File: src/rtl/instr_encoder_loader.sv
// instr_encoder_loader: packs structured instruction fields into 9-bit ISA
// words, rejects out-of-range fields, buffers words in a small FIFO and
// writes them into instruction memory starting at a programmable base.
// Optional feature macro: ENC_CHECKSUM_EN adds a running XOR checksum of
// every word written during the session.
module instr_encoder_loader #(
  parameter int ADDR_W     = 8,
  parameter int FIFO_DEPTH = 4
) (
  input  logic              clk,
  input  logic              rst_n,
  input  logic              start,
  input  logic [ADDR_W-1:0] base_addr,
  input  logic              in_valid,
  output logic              in_ready,
  input  logic [2:0]        in_fmt,
  input  logic [2:0]        in_op,
  input  logic [3:0]        in_ra,
  input  logic [3:0]        in_rb,
  input  logic [7:0]        in_imm,
  input  logic              in_last,
  output logic              imem_we,
  output logic [ADDR_W-1:0] imem_addr,
  output logic [8:0]        imem_wdata,
  input  logic              imem_ready,
  output logic              busy,
  output logic              done,
  output logic [ADDR_W:0]   word_count,
  output logic              enc_err,
  output logic              addr_wrap
`ifdef ENC_CHECKSUM_EN
  ,
  output logic [8:0]        checksum
`endif
);

  localparam int AW = $clog2(FIFO_DEPTH);

  typedef enum logic [1:0] {IDLE, LOAD, DRAIN, DONE} state_t;

  typedef struct packed {
    logic [8:0] word;
    logic       bad;
  } enc_t;

  state_t                      state, state_nxt;
  logic [FIFO_DEPTH-1:0][8:0]  fifo_mem;
  logic [AW:0]                 wr_ptr, rd_ptr;
  logic                        fifo_empty, fifo_full;
  logic                        accept, push, pop, sess_start;
  enc_t                        enc;

  assign fifo_empty = (wr_ptr == rd_ptr);
  assign fifo_full  = (wr_ptr[AW] != rd_ptr[AW]) &&
                      (wr_ptr[AW-1:0] == rd_ptr[AW-1:0]);
  assign accept     = in_valid && in_ready;
  assign push       = accept && !enc.bad;
  assign pop        = imem_we && imem_ready;
  assign sess_start = (state == IDLE) && start;
  // Head is only presented while a write is offered; idle port reads as zero.
  assign imem_wdata = imem_we ? fifo_mem[rd_ptr[AW-1:0]] : '0;

  // Field packing and range check; unused fields of a format are ignored.
  always_comb begin
    enc = '0;
    unique case (in_fmt)
      3'd0: begin
        enc.word = {2'b00, in_op[0], in_ra[2:0], in_rb[2:0]};
        enc.bad  = (in_op > 3'd1) || (in_ra > 4'd7) || (in_rb > 4'd7);
      end
      3'd1: begin
        enc.word = {2'b01, in_op[2:0], in_ra[1:0], in_rb[1:0]};
        enc.bad  = (in_ra > 4'd3) || (in_rb > 4'd3);
      end
      3'd2: begin
        enc.word = {4'b1000, in_op[0], in_imm[3:0]};
        enc.bad  = (in_op > 3'd1) || (in_imm > 8'd15);
      end
      3'd3: begin
        enc.word = {5'b10010, in_imm[3:0]};
        enc.bad  = (in_imm > 8'd15);
      end
      3'd4: begin
        enc.word = {4'b1010, in_op[1:0], in_ra[2:0]};
        enc.bad  = (in_op > 3'd3) || (in_ra > 4'd7);
      end
      3'd5: begin
        enc.word = {4'b1011, in_op[1:0], in_ra[2:0]};
        enc.bad  = (in_op > 3'd3) || (in_ra > 4'd7);
      end
      3'd6: begin
        enc.word = {5'b11000, in_imm[3:0]};
        enc.bad  = (in_imm > 8'd15);
      end
      default: enc.bad = 1'b1;
    endcase
  end

  // Session state register.
  always_ff @(posedge clk or negedge rst_n) begin
    if (!rst_n) state <= IDLE;
    else        state <= state_nxt;
  end

  // Next state and state-decoded outputs; in_ready ignores same-cycle pops.
  always_comb begin
    state_nxt = state;
    in_ready  = 1'b0;
    busy      = 1'b0;
    done      = 1'b0;
    imem_we   = 1'b0;
    unique case (state)
      IDLE:  if (start) state_nxt = LOAD;
      LOAD: begin
        in_ready = !fifo_full;
        busy     = 1'b1;
        imem_we  = !fifo_empty;
        if (in_valid && !fifo_full && in_last) state_nxt = DRAIN;
      end
      DRAIN: begin
        busy    = 1'b1;
        imem_we = !fifo_empty;
        if (fifo_empty) state_nxt = DONE;
      end
      DONE: begin
        done      = 1'b1;
        state_nxt = IDLE;
      end
      default: state_nxt = IDLE;
    endcase
  end

  // Word buffer; rejected beats never reach it, reset drops its contents.
  always_ff @(posedge clk or negedge rst_n) begin
    if (!rst_n) begin
      fifo_mem <= '0;
      wr_ptr   <= '0;
      rd_ptr   <= '0;
    end else begin
      if (push) begin
        fifo_mem[wr_ptr[AW-1:0]] <= enc.word;
        wr_ptr <= wr_ptr + (AW+1)'(1);
      end
      if (pop) rd_ptr <= rd_ptr + (AW+1)'(1);
    end
  end

  // Session bookkeeping: address, count and sticky flags.
  always_ff @(posedge clk or negedge rst_n) begin
    if (!rst_n) begin
      imem_addr  <= '0;
      word_count <= '0;
      enc_err    <= 1'b0;
      addr_wrap  <= 1'b0;
    end else if (sess_start) begin
      imem_addr  <= base_addr;
      word_count <= '0;
      enc_err    <= 1'b0;
      addr_wrap  <= 1'b0;
    end else begin
      if (accept && enc.bad) enc_err <= 1'b1;
      if (pop) begin
        imem_addr  <= imem_addr + ADDR_W'(1);
        word_count <= word_count + (ADDR_W+1)'(1);
        if (&imem_addr) addr_wrap <= 1'b1;
      end
    end
  end

`ifdef ENC_CHECKSUM_EN
  // Running XOR of written words, held after the session until next start.
  always_ff @(posedge clk or negedge rst_n) begin
    if (!rst_n)          checksum <= '0;
    else if (sess_start) checksum <= '0;
    else if (pop)        checksum <= checksum ^ imem_wdata;
  end
`endif

endmodule

File: config.mk
export PLATFORM = sky130hd
export DESIGN_NAME = instr_encoder_loader
export DESIGN_NICKNAME = d
export VERILOG_FILES = /design/src/rtl/instr_encoder_loader.sv
export SDC_FILE = /design/constraint.sdc
export NUM_CORES = 1
export LEC_CHECK = 0
export BUFFER_PORTS_ARGS = -buffer_cell sky130_fd_sc_hd__buf_2
export CAP_MARGIN = 20
export CORE_MARGIN = 2
export CORE_UTILIZATION = 60
export DETAILED_ROUTE_END_ITERATION = 6
export PLACE_DENSITY = 0.88
export SYNTH_ARGS = -nofsm -noshare
export SYNTH_HDL_FRONTEND = slang
export SYNTH_SLANG_ARGS = --single-unit
File: constraint.sdc
create_clock -name clk -period 4.4 [get_ports clk]
set_clock_uncertainty 0.1 [all_clocks]
set_input_delay 0.66 -clock clk [delete_from_list [all_inputs] [get_ports clk]]
set_output_delay 0.66 -clock clk [all_outputs]
set_load 0.01 [all_outputs]
# --- Yosys cells after proc, flatten, opt, wreduce, memory -nomap -nowiden ---
# Index checks and enable logic that the tools add are counted.
op_classes:
  n_addsub: 4
  magnitude_cmp: 10
  n_reduce_logical: 28
  eq_ne: 15
  n_mux: 25
op_table:
  columns: ["operator", "count"]
  rows:
  - ["one-hot mux 9 bit (7 select lines)", 1]
  - ["two-way mux 9 bit", 5]
  - ["bitwise mux 36 bit", 1]
  - ["binary-select mux 9 bit (select 2 bit)", 1]
  - ["demux 9 bit (select 2 bit)", 1]
  - ["two-way mux 8 bit", 2]
  - ["adder 9 x 1 -> 9 bit, second input constant", 1]
  - ["== test 3 bit, second input constant", 3]
  - ["logical AND 1 bit", 9]
  - ["two-way mux 1 bit", 9]
  - ["adder 8 x 1 -> 8 bit, second input constant", 1]
  - ["greater-than comparator 4 x 2 -> 1 bit, second input constant", 2]
  - ["greater-than comparator 4 x 3 -> 1 bit, second input constant", 2]
  - ["greater-than comparator 8 x 4 -> 1 bit, second input constant", 1]
  - ["one-hot mux 2 bit (4 select lines)", 1]
  - ["AND reduction 8 bit", 1]
  - ["adder 3 x 1 -> 3 bit, second input constant", 2]
  - ["== test 3 x 2 -> 1 bit, second input constant", 2]
  - ["less-than comparator 2 x 3 -> 1 bit, second input constant", 2]
  - ["two-way mux 2 bit", 3]
  - ["inequality test 2 bit, second input constant", 3]
  - ["nonzero test 2 bit", 3]
  - ["OR reduction 2 bit", 3]
  - ["logical OR 1 bit", 5]
  - ["other kinds (15)", 18]
totals:
  output_inout_bits: 32
  regBits: 63

# --- Logic depth before layout (Yosys ltp) ---
depth:
  depth_word: 8
  depth_mapped: 7
  mapped_depth_nobuf: 7

# --- Worst setup path before layout ---
# Ideal clock, no wire load.
synth_timing:
  path_type: "reg2out"
  from: "register rd_ptr[2]"
  to: "output imem_wdata[0]"
  path_slack_ns: 2.141
  stages_incl_launch_ff: 5
  arrival_ns: 1.499
  n_path_buf: 1
  required_ns: 3.640
  path_cell_list: "dfrtp_1 -> xor2_2 -> or3_2 -> clkbuf_1 -> and3_1"
synth_between:
  elab_chain_cells: 4
synth_rtl:
  columns: ["item", "line", "rtl"]
  rows:
  - ["start: declaration", "48", "logic [AW:0] wr_ptr, rd_ptr;"]
  - ["start signal: assignment", "144", "if (pop) rd_ptr <= rd_ptr + (AW+1)'(1);"]
  - ["== test 3 bit", "53", "assign fifo_empty = (wr_ptr == rd_ptr);"]
  - ["zero test 1 bit", "117, 122", null]
  - ["two-way mux 1 bit", null, null]
  - ["two-way mux 9 bit", "61", "assign imem_wdata = imem_we ? fifo_mem[rd_ptr[AW-1:0]] : '0;"]
  - ["end: declaration", "24", "output logic [8:0] imem_wdata,"]
# No other way between the ends.

# --- Final worst setup path ---
layout_timing:
  from: "register rd_ptr[0]"
  to: "output imem_wdata[2]"
layout_between:
  elab_chain_cells: 4
  elab_cells_between_ends: 6
layout_rtl:
  columns: ["item", "line"]
  rows:
  - ["== test 3 bit", "53"]
  - ["zero test 1 bit", "117, 122"]
  - ["two-way mux 1 bit", null]
  - ["two-way mux 9 bit (*)", "61"]
# Mark *: on every way between the ends. The rest lies on a longest branch, timed or not. The select of a mux whose other input is x is not followed.

==> reports/metrics.csv <==
stage;metric;value;unit
setup_path;worst_setup_path_class;reg -> out;
setup_path;setup.worst_path.start_class;flip-flop;
layout;n_antenna_cell;0;
synthesis;synth.avg_cell_area;11.6;um2
clock_network;clock-sinks;63;
layout;multi_input_comb_area;1850;um2
min_path;min-delay-path-class;in -> async;
sta;setup_viol;0;
pwr;share_clk_of_total_power;0.207;
pwr;static-leakage-power;2.07;nW
synthesis;post_synth_most_frequent_cells;63 x sky130_fd_sc_hd__dfrtp_1, 34 x sky130_fd_sc_hd__mux2_2, 29 x sky130_fd_sc_hd__nand2_1, 17 x sky130_fd_sc_hd__o21ai_0, 15 x sky130_fd_sc_hd__nor2_1;
sta;final.min_clock_period;3.22;ns
synthesis;leading_post_synthesis_cells_by_cell_area;sky130_fd_sc_hd__dfrtp_1 44%, sky130_fd_sc_hd__mux2_2 11%, sky130_fd_sc_hd__mux4_2 5.7%;
sta;max_slew_margin;0.305;
sta;setup_repair_after_global_routing_missed_its_margin;no;
layout;flow.area_growth_from_synthesis;15.7;%
sta;tightest_slew;1.04;ns
routing;antenna_violating_nets_post_route;0;
die;fp-row-count;28;
synthesis;synth_fp_nets;353;
pwr;power;2.53;mW
run;cap_violations;0;
die;die_w;80.9;um
die;effective_utilization_at_floorplan;0.610;
clock_network;cts.hold.buffers_added;0;
die;core_area;5820;um2
layout;num-nets-final;417;
routing;routed_via_density;5.85;
setup_path;worst-path-max-fanout;13;
synthesis;synth.distinct_cells;43;
layout;ff_latch_area;1580;um2
synthesis;synthesis.instances;305;
pwr;vdd_ir_drop_max;0.000350;V
place;globalplace.congestion;0.816;
clock_network;clk_latency_worst_skew_pair;0.35;ns
routing;post_drt_wl_per_cell;17.3;um
global_route;grt_pass1_vias;2517;
pwr;pwr-share-comb;0.402;
sta;setup_total_negative_slack;0;ns
synthesis;most_instantiated_library_cell_after_synthesis;sky130_fd_sc_hd__dfrtp_1;
synthesis;dominantRegCellSynth;sky130_fd_sc_hd__dfrtp_1;
synthesis;async_s_r_ff_share_synth;1.00;
global_route;combined_global_route_utilization_of_all_metal_layers;0.257;
place;io_buf_count;67;
setup_path;critPathRequiredTime;3.64;ns
synthesis;synth.cell_area;3550;um2
die;overall_die_area;6540;um2
clock_network;clock_tree_from_tritoncts;built;
clock_network;cts.reportedPaths.clkPinSlew;0.07;ns
global_route;antenna_violations_before_repair;0;
pwr;pwr-share-seq;0.391;
synthesis;yosys_register_bits;63;
setup_path;critical_path.cell_chain;xor2_1 > or3_2 > and3_1 > buf_2;
global_route;globalRouteOverflowTotal;0;
die;die_h;80.9;um
clock_network;clock_tree.htree_level_count;3;
clock_network;postCtsSetupRepairBufs;0;
clock_network;cts_resized;0;
synthesis;synth-edff-count;0;
synthesis;post_synthesis_sequential_area_ratio;0.444;
pwr;power.density;617;nW/um2
setup_path;critPathArrivalTime;2.46;ns
setup_path;critical_path_max_stage_delay;0.87;ns
sta;worst_slack;1.18;ns
global_route;pin_count_of_the_biggest_net_entering_global_routing;37;
routing;routed-via-count;2625;
global_route;grt_first_pass_wirelength;12.4;mm
setup_path;critical-path-slowest-cell;sky130_fd_sc_hd__dfrtp_1;
sta;drv_slew;0;
setup_path;worst_r2r_path_depth;5;
sta;hold_violations;0;
layout;drive_gt1_frac;0.382;
clock_network;cts_made_buffers;9;
clock_network;cts.root.buffer_cell;sky130_fd_sc_hd__clkbuf_8;
outcome;outcome;complete, no violations;
layout;n_fill_cell;411;
layout;final_core_util;0.705;
synthesis;synthDominantCellAreaShare;0.444;
pwr;p_int;1.52;mW
setup_path;end_kind;output port;
synthesis;yosys_warnings;0;
place;detailed_place_hpwl;5.32;mm
pwr;power_switching_share;0.399;
routing;drt_iter0_markers;177;
synthesis;yosysTopAreaCell;sky130_fd_sc_hd__dfrtp_1;
place;place_ws;1.51;ns
pwr;switchingPower;1.01;mW
routing;first_pass_iteration_count_of_the_detailed_router;4;
sta;clock.fmax;310;MHz
routing;total_detailed_routing_wirelength;7.78;mm
routing;route.detailed.drc;0;
die;ios;68;
sta;final_min_period_over_clock_period;0.732;
clock_network;clock_path_buffers;2;
[area by class of cell]
type                            count  share of cell area
Clock buffer                       10              0.0335
Clock inverter                      6              0.0171
Inverter                            8             0.00732
Multi-Input combinational cell    219               0.451
Sequential cell                    63               0.384
Tap cell                           75              0.0229
Timing Repair Buffer               68              0.0836
[layer usage]
layer / part of all wire / GRT usage
met1: 0.41 / 0.320
met2: 0.52 / 0.428
met3: 0.044 / 0.0567
met4: 0.027 / 0.119
met5: 0 / 0
[through the flow]
stage	hold WS [ns]	instances	instance area (um2)
2_1_floorplan	0.264	305	3550
3_3_place_gp	0.365	433	3890
3_5_place_dp	0.376	433	3890
4_1_cts	0.227	449	4100
5_1_grt	0.257	449	4100
6_report	0.219	449	4100
[path summary, 6_finish.rpt]
check                                         startpoint  slack, ns                   endpoint
worst max-delay path               rd_ptr[0]$_DFFE_PN0P_       1.18              imem_wdata[2]
worst min-delay path                               rst_n       0.22    fifo_mem[9]$_DFFE_PN0P_
worst max register to register     rd_ptr[0]$_DFFE_PN0P_       1.69  word_count[5]$_DFFE_PN0P_
worst min register to register  fifo_mem[15]$_DFFE_PN0P_       0.39   fifo_mem[15]$_DFFE_PN0P_
max in group asynchronous                          rst_n       3.09   imem_addr[1]$_DFFE_PN0P_
min in group clk                fifo_mem[15]$_DFFE_PN0P_       0.39   fifo_mem[15]$_DFFE_PN0P_
[cell families (layout without fill, tap and decap cells)]
family | after synthesis | count (layout) | share of synthesized area
adders and majority gates | 12 | 12 | 0.0423
AOI/OAI and AO/OA | 40 | 40 | 0.0737
and+or+nand+nor | 93 | 93 | 0.157
buffers and inverters | 23 | 92 | 0.0335
muxes | 52 | 52 | 0.192
DFF | 63 | 63 | 0.444
xor gates and xnor gates | 22 | 22 | 0.0564
[registers in the layout (all words and copies together), names as in the netlist]
register / count
enc_err: 1
wr_ptr: 3
imem_addr: 8
addr_wrap: 1
rd_ptr: 3
fifo_mem: 36
word_count: 9
state: 2
[power by group through the flow]
stage	clock network (mW)	logic, mW	registers, mW
finish	0.523	1.02	0.990
detailed placement	0	1.01	0.989
global placement	0	0.969	0.971
floorplan	0	0.773	0.928
CTS	0.525	1.03	0.986
global route	0.545	1.12	1.02
[critical path: cells and delay by family (launching register included)]
kind | cells | cell delay, ns
flip-flops | 1 | 0.87
XOR/XNOR | 1 | 0.23
AND/OR/NAND/NOR | 2 | 0.87
buffers and inverters | 1 | 0.14
[layout by cell type (no fill, tap or decap), types with 2 or more instances in the layout]
master and count:
sky130_fd_sc_hd__nor4_4 2, sky130_fd_sc_hd__ha_1 12, sky130_fd_sc_hd__nand2b_1 3, sky130_fd_sc_hd__nor3_1 3, sky130_fd_sc_hd__a31oi_1 3, sky130_fd_sc_hd__nor3b_1 2
sky130_fd_sc_hd__o21ai_0 17, sky130_fd_sc_hd__and3_1 11, sky130_fd_sc_hd__nor2_1 15, sky130_fd_sc_hd__inv_1 8, sky130_fd_sc_hd__buf_2 67, sky130_fd_sc_hd__clkbuf_8 10
sky130_fd_sc_hd__nand4_1 5, sky130_fd_sc_hd__mux2_2 34, sky130_fd_sc_hd__xnor2_1 11, sky130_fd_sc_hd__mux4_2 9, sky130_fd_sc_hd__nor2_8 4, sky130_fd_sc_hd__nand3_1 9
sky130_fd_sc_hd__mux2_1 5, sky130_fd_sc_hd__nand2_1 29, sky130_fd_sc_hd__a21oi_1 10, sky130_fd_sc_hd__clkinv_4 2, sky130_fd_sc_hd__or3_2 3, sky130_fd_sc_hd__dfrtp_1 63
sky130_fd_sc_hd__clkinvlp_4 3, sky130_fd_sc_hd__o22ai_1 2, sky130_fd_sc_hd__xor2_1 10, sky130_fd_sc_hd__mux2i_1 4
Note: power is estimated with default switching activity, not from simulation.
